File: src/rtl/openila_capture_ctrl.sv
// openila_capture_ctrl
// Capture controller that sits after the ILA trigger unit. It drives the
// sample RAM write port as a circular buffer, keeps a programmable number of
// pre-trigger samples, fills the remainder with post-trigger samples and then
// stops. It reports the RAM address of the trigger sample and of the oldest
// sample so the host can unroll the buffer.
module openila_capture_ctrl #(
  parameter int W_DATA = 8,
  parameter int W_ADDR = 10
) (
  input  logic              clk,
  input  logic              rst_n,
  input  logic [W_DATA-1:0] sample,
  input  logic              sample_en,
  input  logic              trigger,
  input  logic              arm,
  input  logic              abort,
  input  logic [W_ADDR-1:0] pretrig_depth,
  output logic              mem_wen,
  output logic [W_ADDR-1:0] mem_waddr,
  output logic [W_DATA-1:0] mem_wdata,
  output logic              busy,
  output logic              triggered,
  output logic              done,
  output logic [W_ADDR-1:0] trig_addr,
  output logic [W_ADDR-1:0] start_addr
);

  // Buffer depth minus one (all ones) and the constant one, at address width.
  localparam logic [W_ADDR-1:0] LAST_IDX = '1;
  localparam logic [W_ADDR-1:0] ONE      = {{(W_ADDR-1){1'b0}}, 1'b1};

  typedef enum logic [2:0] {
    S_IDLE,
    S_PRETRIG,
    S_WAIT,
    S_POST,
    S_DONE
  } state_t;

  state_t            state;
  logic [W_ADDR-1:0] wptr;
  logic [W_ADDR-1:0] pd_reg;
  logic [W_ADDR-1:0] pre_cnt;
  logic [W_ADDR-1:0] post_left;
  logic              capturing;
  logic              wr;

  // A sample is stored only on strobed cycles of a capture, and never on a
  // cycle that is being aborted.
  always_comb begin
    capturing = (state == S_PRETRIG) || (state == S_WAIT) || (state == S_POST);
    wr        = sample_en && capturing && !abort;
  end

  assign mem_wen   = wr;
  assign mem_waddr = wptr;
  assign mem_wdata = sample;

  // Capture FSM: write pointer, depth counters, trigger/start bookkeeping and
  // the registered status flags all advance together here.
  always_ff @(posedge clk or negedge rst_n) begin
    if (!rst_n) begin
      state      <= S_IDLE;
      wptr       <= '0;
      pd_reg     <= '0;
      pre_cnt    <= '0;
      post_left  <= '0;
      trig_addr  <= '0;
      start_addr <= '0;
      busy       <= 1'b0;
      triggered  <= 1'b0;
      done       <= 1'b0;
    end else begin
      if (wr) begin
        wptr <= wptr + ONE;
      end

      if (abort) begin
        // Abort wins over everything, including a simultaneous arm. The
        // reported addresses are kept so a host can still inspect them.
        state     <= S_IDLE;
        busy      <= 1'b0;
        triggered <= 1'b0;
        done      <= 1'b0;
      end else begin
        case (state)
          S_IDLE, S_DONE: begin
            if (arm) begin
              wptr      <= '0;
              pre_cnt   <= '0;
              pd_reg    <= pretrig_depth;
              busy      <= 1'b1;
              triggered <= 1'b0;
              done      <= 1'b0;
              state     <= (pretrig_depth == '0) ? S_WAIT : S_PRETRIG;
            end
          end

          S_PRETRIG: begin
            // Triggers are not qualified until the pre-trigger window is full.
            if (wr) begin
              pre_cnt <= pre_cnt + ONE;
              if (pre_cnt == pd_reg - ONE) begin
                state <= S_WAIT;
              end
            end
          end

          S_WAIT: begin
            if (wr && trigger) begin
              trig_addr <= wptr;
              post_left <= LAST_IDX - pd_reg;
              triggered <= 1'b1;
              if (pd_reg == LAST_IDX) begin
                // The trigger sample itself completes the buffer.
                state      <= S_DONE;
                busy       <= 1'b0;
                done       <= 1'b1;
                start_addr <= wptr - pd_reg;
              end else begin
                state <= S_POST;
              end
            end
          end

          S_POST: begin
            if (wr) begin
              post_left <= post_left - ONE;
              if (post_left == ONE) begin
                state      <= S_DONE;
                busy       <= 1'b0;
                done       <= 1'b1;
                start_addr <= trig_addr - pd_reg;
              end
            end
          end

          default: begin
            state <= S_IDLE;
          end
        endcase
      end
    end
  end

endmodule

File: config.mk
export PLATFORM = sky130hd
export DESIGN_NAME = openila_capture_ctrl
export DESIGN_NICKNAME = d
export VERILOG_FILES = /design/src/rtl/openila_capture_ctrl.sv
export SDC_FILE = /design/constraint.sdc
export NUM_CORES = 1
export LEC_CHECK = 0
export BUFFER_PORTS_ARGS = -buffer_cell sky130_fd_sc_hd__buf_2
export CAP_MARGIN = 40
export CORE_ASPECT_RATIO = 0.8
export CORE_MARGIN = 5
export CORE_UTILIZATION = 45
export DETAILED_ROUTE_END_ITERATION = 8
export GPL_TIMING_DRIVEN = 0
export PLACE_DENSITY_LB_ADDON = 0.05
export SYNTH_ARGS = -nofsm -noshare
export SYNTH_HDL_FRONTEND = slang
export SYNTH_SLANG_ARGS = --single-unit
File: constraint.sdc
create_clock -name clk -period 5.25 [get_ports clk]
set_input_delay 1.05 -clock clk [delete_from_list [all_inputs] [get_ports clk]]
set_output_delay 1.05 -clock clk [all_outputs]
set_load 0.05 [all_outputs]
==> impl_summary.txt, run 1 <==
----------------------------------------------------
[Power]
  Leakage power of the design ... ~2.2 nW
  Maximum vdd ir drop ... 0.3354 mV
  Power density over cell area ... roughly 550 nW/um^2
  Total chip power ... between 0.002 and 0.003 W

[Yosys]
  Most repeated cell in the gate-level netlist after synthesis ... dfrtp_1
  Share of synthesized flip-flops with an asynchronous set or reset ... 1.000
  Fraction of the yosys area taken by sequential cells ... 0.4116
  Dominant register cell in the synthesized netlist ... dfrtp_1
  Yosys warning count ... 0
  Synthesized instance count ... 449
  Number of enable flip-flop cells after synthesis ... 0
  Most instantiated cells after synthesis ... 66 x dfrtp_1, 65 x nand2_1, 38 x nor2_1
  Netlist area before placement ... 4013 sq um
  Nets in the synthesized netlist ... 489
  Post-synthesis area per instance ... 8.937 sq um
  Area share of the largest cell type after synthesis ... 0.4116
  Distinct cell type count after synthesis ... 58
  Top cell type by total area after synthesis ... dfrtp_1
  Top area cells in the synthesized netlist ... dfrtp_1 41%, nand2_1 6.1%, ha_1 4.7%
  #FFs+latches synth ... 66

[Placed design]
  Total half-perimeter wirelength after legalization and detailed placement ... 8068 microns
  RePlAce Congestion ... 0.8778
  Worst slack at placement ... 1.559 ns
  Placed inst area ... 4468 sq um
  Quantity of I/O buffers inserted on ports ... 56

[STA]
  Number of setup violations in the final report ... 0
  Slew at the pin closest to its max-slew limit ... 0.6575 ns
  RSZ-0062 raised after global routing ... false
  Number of hold violations in the final report ... 0
  Worst relative slew slack ... 0.5555
  Worst-case clock skew ... 0.004173 ns
  Period Utilization, post-route ... 0.7079
  Shortest period the worst path allows ... 3.716 ns
  Fin. max-slew vios ... 0
  Least setup slack across all paths after layout ... between 1.5 and 2 ns
  Max Freq ... 269.1 MHz
  Sum of negative setup slack ... 0 ns
  Worst hold margin ... between 0.4 and 0.5 ns

[Clock tree]
  Clock tree from TritonCTS ... built
  Clock latency on the worst-skew pair ... around 0.35 ns
  Maximum buffer depth of the clock tree ... 2
  H-Tree Depth ... 3
  Post-CTS Hold Fix Bufs ... 0
  Buffers inserted by post-CTS timing repair ... 0
  CTS clock-pin slew for the worst setup and hold paths ... about 0.07 ns
  Root buffer cell ... clkbuf_8
  PostCTS Resize Cnt ... 0
  TritonCTS Sinks ... 66
  CTS Buf Count ... 9

[Floorplan]
  Initial cell density of the core ... 0.4668
  Vertical extent of the die ... 94.46 microns
  Row Count ... 30
  Area of the placeable core ... between 8000 and 9000 sq um
  I/O pin cnt ... 66
  Die Outline Area ... 10920 sq um
  Horizontal die dimension ... 115.6 microns

[Detailed routing]
  Number of detailed-routing iterations run before antenna repair ... 5
  Number of DRC violations after detailed routing ... 0
  Avg WL per Cell ... around 17 microns
  Count of antenna-violating nets left after detailed routing ... 0
  1st-iter DRT viols ... 161
  Routed Wire Length ... 10610 microns
  Ratio of routed vias to standard cells ... between 5 and 6
  Vias after detailed routing ... 3492

[GRT]
  Global-route wire length before repair ... 16890 microns
  Total global routing overflow ... 0
  Pin count of the biggest net entering global routing ... 45
  Gr usage total ... 0.2004
  Vias in the first global route ... 3295
  Antenna violations before repair ... 0

[Setup path]
  Worst path most repeated cell ... clkbuf_1
  Crit path max fanout ... 10
  Beginning of the critical path ... state[1]
  Sequence of cells on the critical path ... clkbuf_1, nand3b_1, clkbuf_1, clkbuf_1, mux2i_1, ha_1, inv_1, fa_1, a21o_1, a21oi_1, o21ai_0, a21oi_1, xor2_1, o21ai_0
  Worst reg-to-reg setup slack ... 1.53 ns
  Worst reg-to-reg path cell count ... 14
  Type of the worst setup path ... flip-flop to flip-flop
  Highest-delay cell along the critical path ... clkbuf_1
  Critical path endpoint ... start_addr[8]
  Delay of the slowest cell on the worst path ... between 0.4 and 0.5 ns
  Worst setup EP type ... flip-flop
  Source of the worst register-to-register timing path ... state[1]
  CP arrival ... 3.95 ns
  CP startpoint kind ... flip-flop
  Data required time at the worst endpoint ... between 5 and 6 ns
  Worst flop-to-flop path endpoint ... start_addr[8]

[Cells and area]
  Net count reported at finish ... 558
  Layout area overhead ... 16.78%
  Fraction of final layout cells sized beyond drive strength 1 ... 0.2008
  Number of antenna repair diodes ... 0
  Area of all placed cells without fillers ... between 4000 and 5000 sq um
  # fillers ... 818

[Run status]
  Result of the run ... finished clean

[Min path]
  Path type of the worst min-delay path ... flip-flop to flip-flop
  Startpoint of the worst hold path ... start_addr[7]

[Job]
  Max-cap violation count ... 0

----------------------------------------------------
## power by group
group | internal (W) | switching (W)
Clock | 0.000266 | 0.000211
Combinational | 0.000452 | 0.000825
Sequential | 0.000656 | 0.000160
Total | 0.00137 | 0.00120
## cell usage in the layout, fill, tap and decap left out, drive strengths merged, types with 13 or more instances in the layout
cell,n
buf,70
dfrtp,66
nand2,65
nor2,38
o21ai,34
clkbuf,28
a21oi,25
xor2,21
inv,15
ha,15
xnor2,14
mux2,13
## how the worst min path moves through the flow
stage | to | slack (ns) | cells past startpoint
5_1_grt | start_addr[8] | 0.52 | 2
4_1_cts | start_addr[7] | 0.49 | 2
2_1_floorplan | post_left[7] | 0.47 | 1
3_5_place_dp | start_addr[7] | 0.47 | 2
3_3_place_gp | start_addr[4] | 0.46 | 2
6_report | start_addr[7] | 0.48 | 2
## worst max-delay path, delay by kind of cell, from the launching register on
| kind | cells | cell delay [ns] |
|---|---|---|
| compound gates | 5 | 0.78 |
| xor+xnor | 1 | 0.16 |
| fa+ha+maj | 2 | 0.60 |
| buf+inv | 4 | 1.16 |
| flops | 1 | 0.39 |
| mux | 1 | 0.31 |
| simple gates | 1 | 0.17 |
## per-stage QoR
step	instances	util
2_1_floorplan	449	-
3_3_place_gp	617	0.5157
3_5_place_dp	619	0.5198
4_1_cts	635	0.5451
5_1_grt	635	0.5451
6_report	635	0.5451
## kinds of logic after synthesis
logic type,count (synthesis),share of synthesized area
flip-flops,66,0.4116
AND/OR/NAND/NOR,167,0.1961
XOR/XNOR,35,0.07640
AO/OA/AOI/OAI,102,0.1606
multiplexers,17,0.05051
adder cells (fa/ha/maj),16,0.05176
buffers and inverters,46,0.05301
## layout make-up
class / count / area (sq um) / share of cell area
multi-input cells: 337 / 2148 / 0.4585
inverters: 15 / 56.30 / 0.01202
well taps: 112 / 140.1 / 0.02991
plain buffers: 31 / 156.4 / 0.03338
clock inverters: 7 / 93.84 / 0.02003
clock buffers: 9 / 123.9 / 0.02644
flip-flops and latches: 66 / 1652 / 0.3525
repair buffers: 58 / 315.3 / 0.06729
## per-layer routing
metal	vias up	track usage	wire length [microns]
met4	0	0.05181	112
met1	1650	0.3061	5391
met5	-	0	0
li1	1714	-	-
met2	115	0.2823	4430
met3	13	0.04741	679
No activity file was read; power rests on OpenSTA's default activity.
==> inputs of run 2 (changes only) <==
==> constraint.sdc (replaced) <==
create_clock -name clk -period 3 [get_ports clk]
set_input_delay 0.6 -clock clk [delete_from_list [all_inputs] [get_ports clk]]
set_output_delay 0.6 -clock clk [all_outputs]
set_load 0.05 [all_outputs]
==> run 2 against run 1 <==
Net effect:
- combinational power increased by 76%
- maximum frequency increased by 35%
- count of clock-buffer cells in the layout increased by 4
- clock skew increased by 0.0032 ns
- critical path depth decreased by 1
- sequential cell count unchanged
- first-iteration DRC count increased by 53%
- final area increased by 1.1%
- setup slack got worse by 1.3 ns
- critical endpoint unchanged
- largest cell class unchanged
- largest power group unchanged
- highest routed layer unchanged
==> impl_summary.txt, run 2 (synthesis gave the netlist of run 1 again) <==
----------------------------------------------------
[Run status]
  Result of the run ... finished clean

[Floorplan]
  Initial cell density of the core ... 0.4668
  Die Outline Area ... 10920 sq um
  Area of the placeable core ... about 8600 sq um
  I/O pin cnt ... 66
  Row Count ... 30
  Vertical extent of the die ... 94.46 microns
  Horizontal die dimension ... 115.6 microns

[Power]
  Pint ... 0.002494 W
  Leakage power of the design ... 2.258 nW
  Fraction of power spent switching nets ... 0.4524
  Total chip power ... 0.004555 W
  Logic pwr share ... 0.494
  Portion of total power attributed to the clock network ... 0.186
  Net Sw Power ... 0.002060 W
  Maximum vdd ir drop ... 0.5571 mV
  Share of total power in sequential cells ... 0.320
  Power density over cell area ... 961.2 nW/um^2

[STA]
  Worst relative slew slack ... 0.4752
  Number of setup violations in the final report ... 0
  Period Utilization, post-route ... 0.9190
  Number of hold violations in the final report ... 0
  RSZ-0062 raised after global routing ... false
  Max Freq ... about 360 MHz
  Worst-case clock skew ... 0.007377 ns
  Fin. max-slew vios ... 0
  Shortest period the worst path allows ... around 2.8 ns
  Slew at the pin closest to its max-slew limit ... 0.7843 ns

[Detailed routing]
  Avg WL per Cell ... 16.76 microns
  Routed Wire Length ... 10640 microns
  Count of antenna-violating nets left after detailed routing ... 0
  Vias after detailed routing ... approximately 3500
  1st-iter DRT viols ... 246
  Number of DRC violations after detailed routing ... 0
  Ratio of routed vias to standard cells ... roughly 5.5
  Number of detailed-routing iterations run before antenna repair ... 5

[GRT]
  Global-route wire length before repair ... 17210 microns
  Pin count of the biggest net entering global routing ... 52
  Vias in the first global route ... 3277
  Gr usage total ... 0.2069
  Antenna violations before repair ... 0
  Total global routing overflow ... 0

[Clock tree]
  TritonCTS Sinks ... 66
  Root buffer cell ... clkbuf_8
  Maximum buffer depth of the clock tree ... 2
  H-Tree Depth ... 3
  Clock latency on the worst-skew pair ... 0.35 ns
  Post-CTS Hold Fix Bufs ... 0
  Clock tree from TritonCTS ... built
  CTS Buf Count ... 9
  CTS clock-pin slew for the worst setup and hold paths ... 0.07 ns

[Cells and area]
  Layout area overhead ... 18.09%
  Final core area utilization ... 0.5512
  Net count reported at finish ... 559
  Number of antenna repair diodes ... 0
  Fraction of final layout cells sized beyond drive strength 1 ... 0.2180
  Leading cell types in the layout, fill and taps excluded ... 65 x nand2_1, 65 x dfrtp_1, 58 x buf_2

[Job]
  Max-cap violation count ... 0

[Placed design]
  RePlAce Congestion ... 0.8636
  Quantity of I/O buffers inserted on ports ... 56
  Total half-perimeter wirelength after legalization and detailed placement ... 8031 microns

[Setup path]
  CP startpoint kind ... flip-flop
  Cell family contributing the most delay on the critical path ... compound AO/OA/AOI/OAI gates
  Sequence of cells on the critical path ... buf_4, nand3b_1, buf_8, mux2i_2, ha_2, inv_1, fa_2, a21o_1, a21oi_2, o21ai_0, a21oi_1, xor2_1, o21ai_0
  Data required time at the worst endpoint ... 3.23 ns
  Worst setup EP type ... flip-flop
  Delay of the slowest cell on the worst path ... ~0.39 ns
  Highest-delay cell along the critical path ... dfrtp_1
  Number of stages on the worst setup path ... 13
  CP arrival ... slightly below 3 ns
  Worst flop-to-flop path endpoint ... start_addr[8]
  Worst reg-to-reg path cell count ... 13
  Bufs and invs on worst path ... 3
  Type of the worst setup path ... flip-flop to flip-flop
  Source of the worst register-to-register timing path ... state[1]
  Crit path max fanout ... 10
  Worst reg-to-reg setup slack ... approximately 0.24 ns
  Worst path most repeated cell ... o21ai_0

[Min path]
  Path type of the worst min-delay path ... primary input to async pin

----------------------------------------------------
## run 2: final cells by class
| type | instances | area (sq um) |
|---|---|---|
| plain buffers | 28 | 163.9 |
| clock buffers | 13 | 158.9 |
| clock inverters | 2 | 60.06 |
| fillers | 837 | 3857 |
| inverters | 15 | 56.30 |
| multi-input cells | 337 | 2161 |
| flip-flops and latches | 66 | 1653 |
| well taps | 112 | 140.1 |
| repair buffers | 62 | 345.3 |
## run 2: stage by stage
| step | cell area, sq um | setup WS (ns) | hold WS, ns | std cells | TNS, ns |
|---|---|---|---|---|---|
| final | 4738 | 0.2430 | 0.1122 | 635 | 0 |
| after global routing | 4738 | 0.02945 | 0.1070 | 635 | 0 |
| after CTS | 4700 | 0.02900 | 0.1001 | 633 | 0 |
| after detailed placement | 4469 | -0.5420 | 0.4674 | 619 | -1.590 |
| after global placement | 4434 | -0.6072 | 0.4570 | 617 | -1.713 |
| after floorplan | 4014 | 0.01120 | 0.3044 | 449 | 0 |
## run 2: worst max path at each step
| stage | startpoint | to | slack, ns |
|---|---|---|---|
| final | state[1] | start_addr[8] | 0.24 |
| after global routing | state[1] | start_addr[8] | 0.03 |
| after CTS | state[1] | start_addr[8] | 0.03 |
| after detailed placement | state[0] | start_addr[8] | -0.54 |
| after global placement | state[1] | start_addr[8] | -0.61 |
| after floorplan | abort | mem_waddr[5] | 0.01 |
## run 2: power by group through the flow
stage | registers (W) | logic, W | clock network [W]
3_5_place_dp | 0.00144 | 0.00220 | 0
6_report | 0.00146 | 0.00225 | 0.000848
4_1_cts | 0.00145 | 0.00220 | 0.000874
2_1_floorplan | 0.00171 | 0.00135 | 0
5_1_grt | 0.00150 | 0.00248 | 0.000914
3_3_place_gp | 0.00143 | 0.00217 | 0
## run 2: metal layers
metal | track usage | vias up | wire [microns] | part of all wire
met5 | 0 | - | 0 | 0
met4 | 0.07038 | 0 | 124 | 0.012
met3 | 0.05958 | 15 | 922 | 0.087
met2 | 0.2871 | 131 | 4430 | 0.42
met1 | 0.3057 | 1669 | 5163 | 0.49
li1 | - | 1709 | - | -
## run 2: repair_timing
| action | 4_1_cts | 5_1_grt |
|---|---|---|
| pin swaps | 1 | 2 |
| setup buffers | 1 | 3 |
| gates resized for setup | 4 | 12 |
| endpoints found under the setup margin | 6 | 4 |
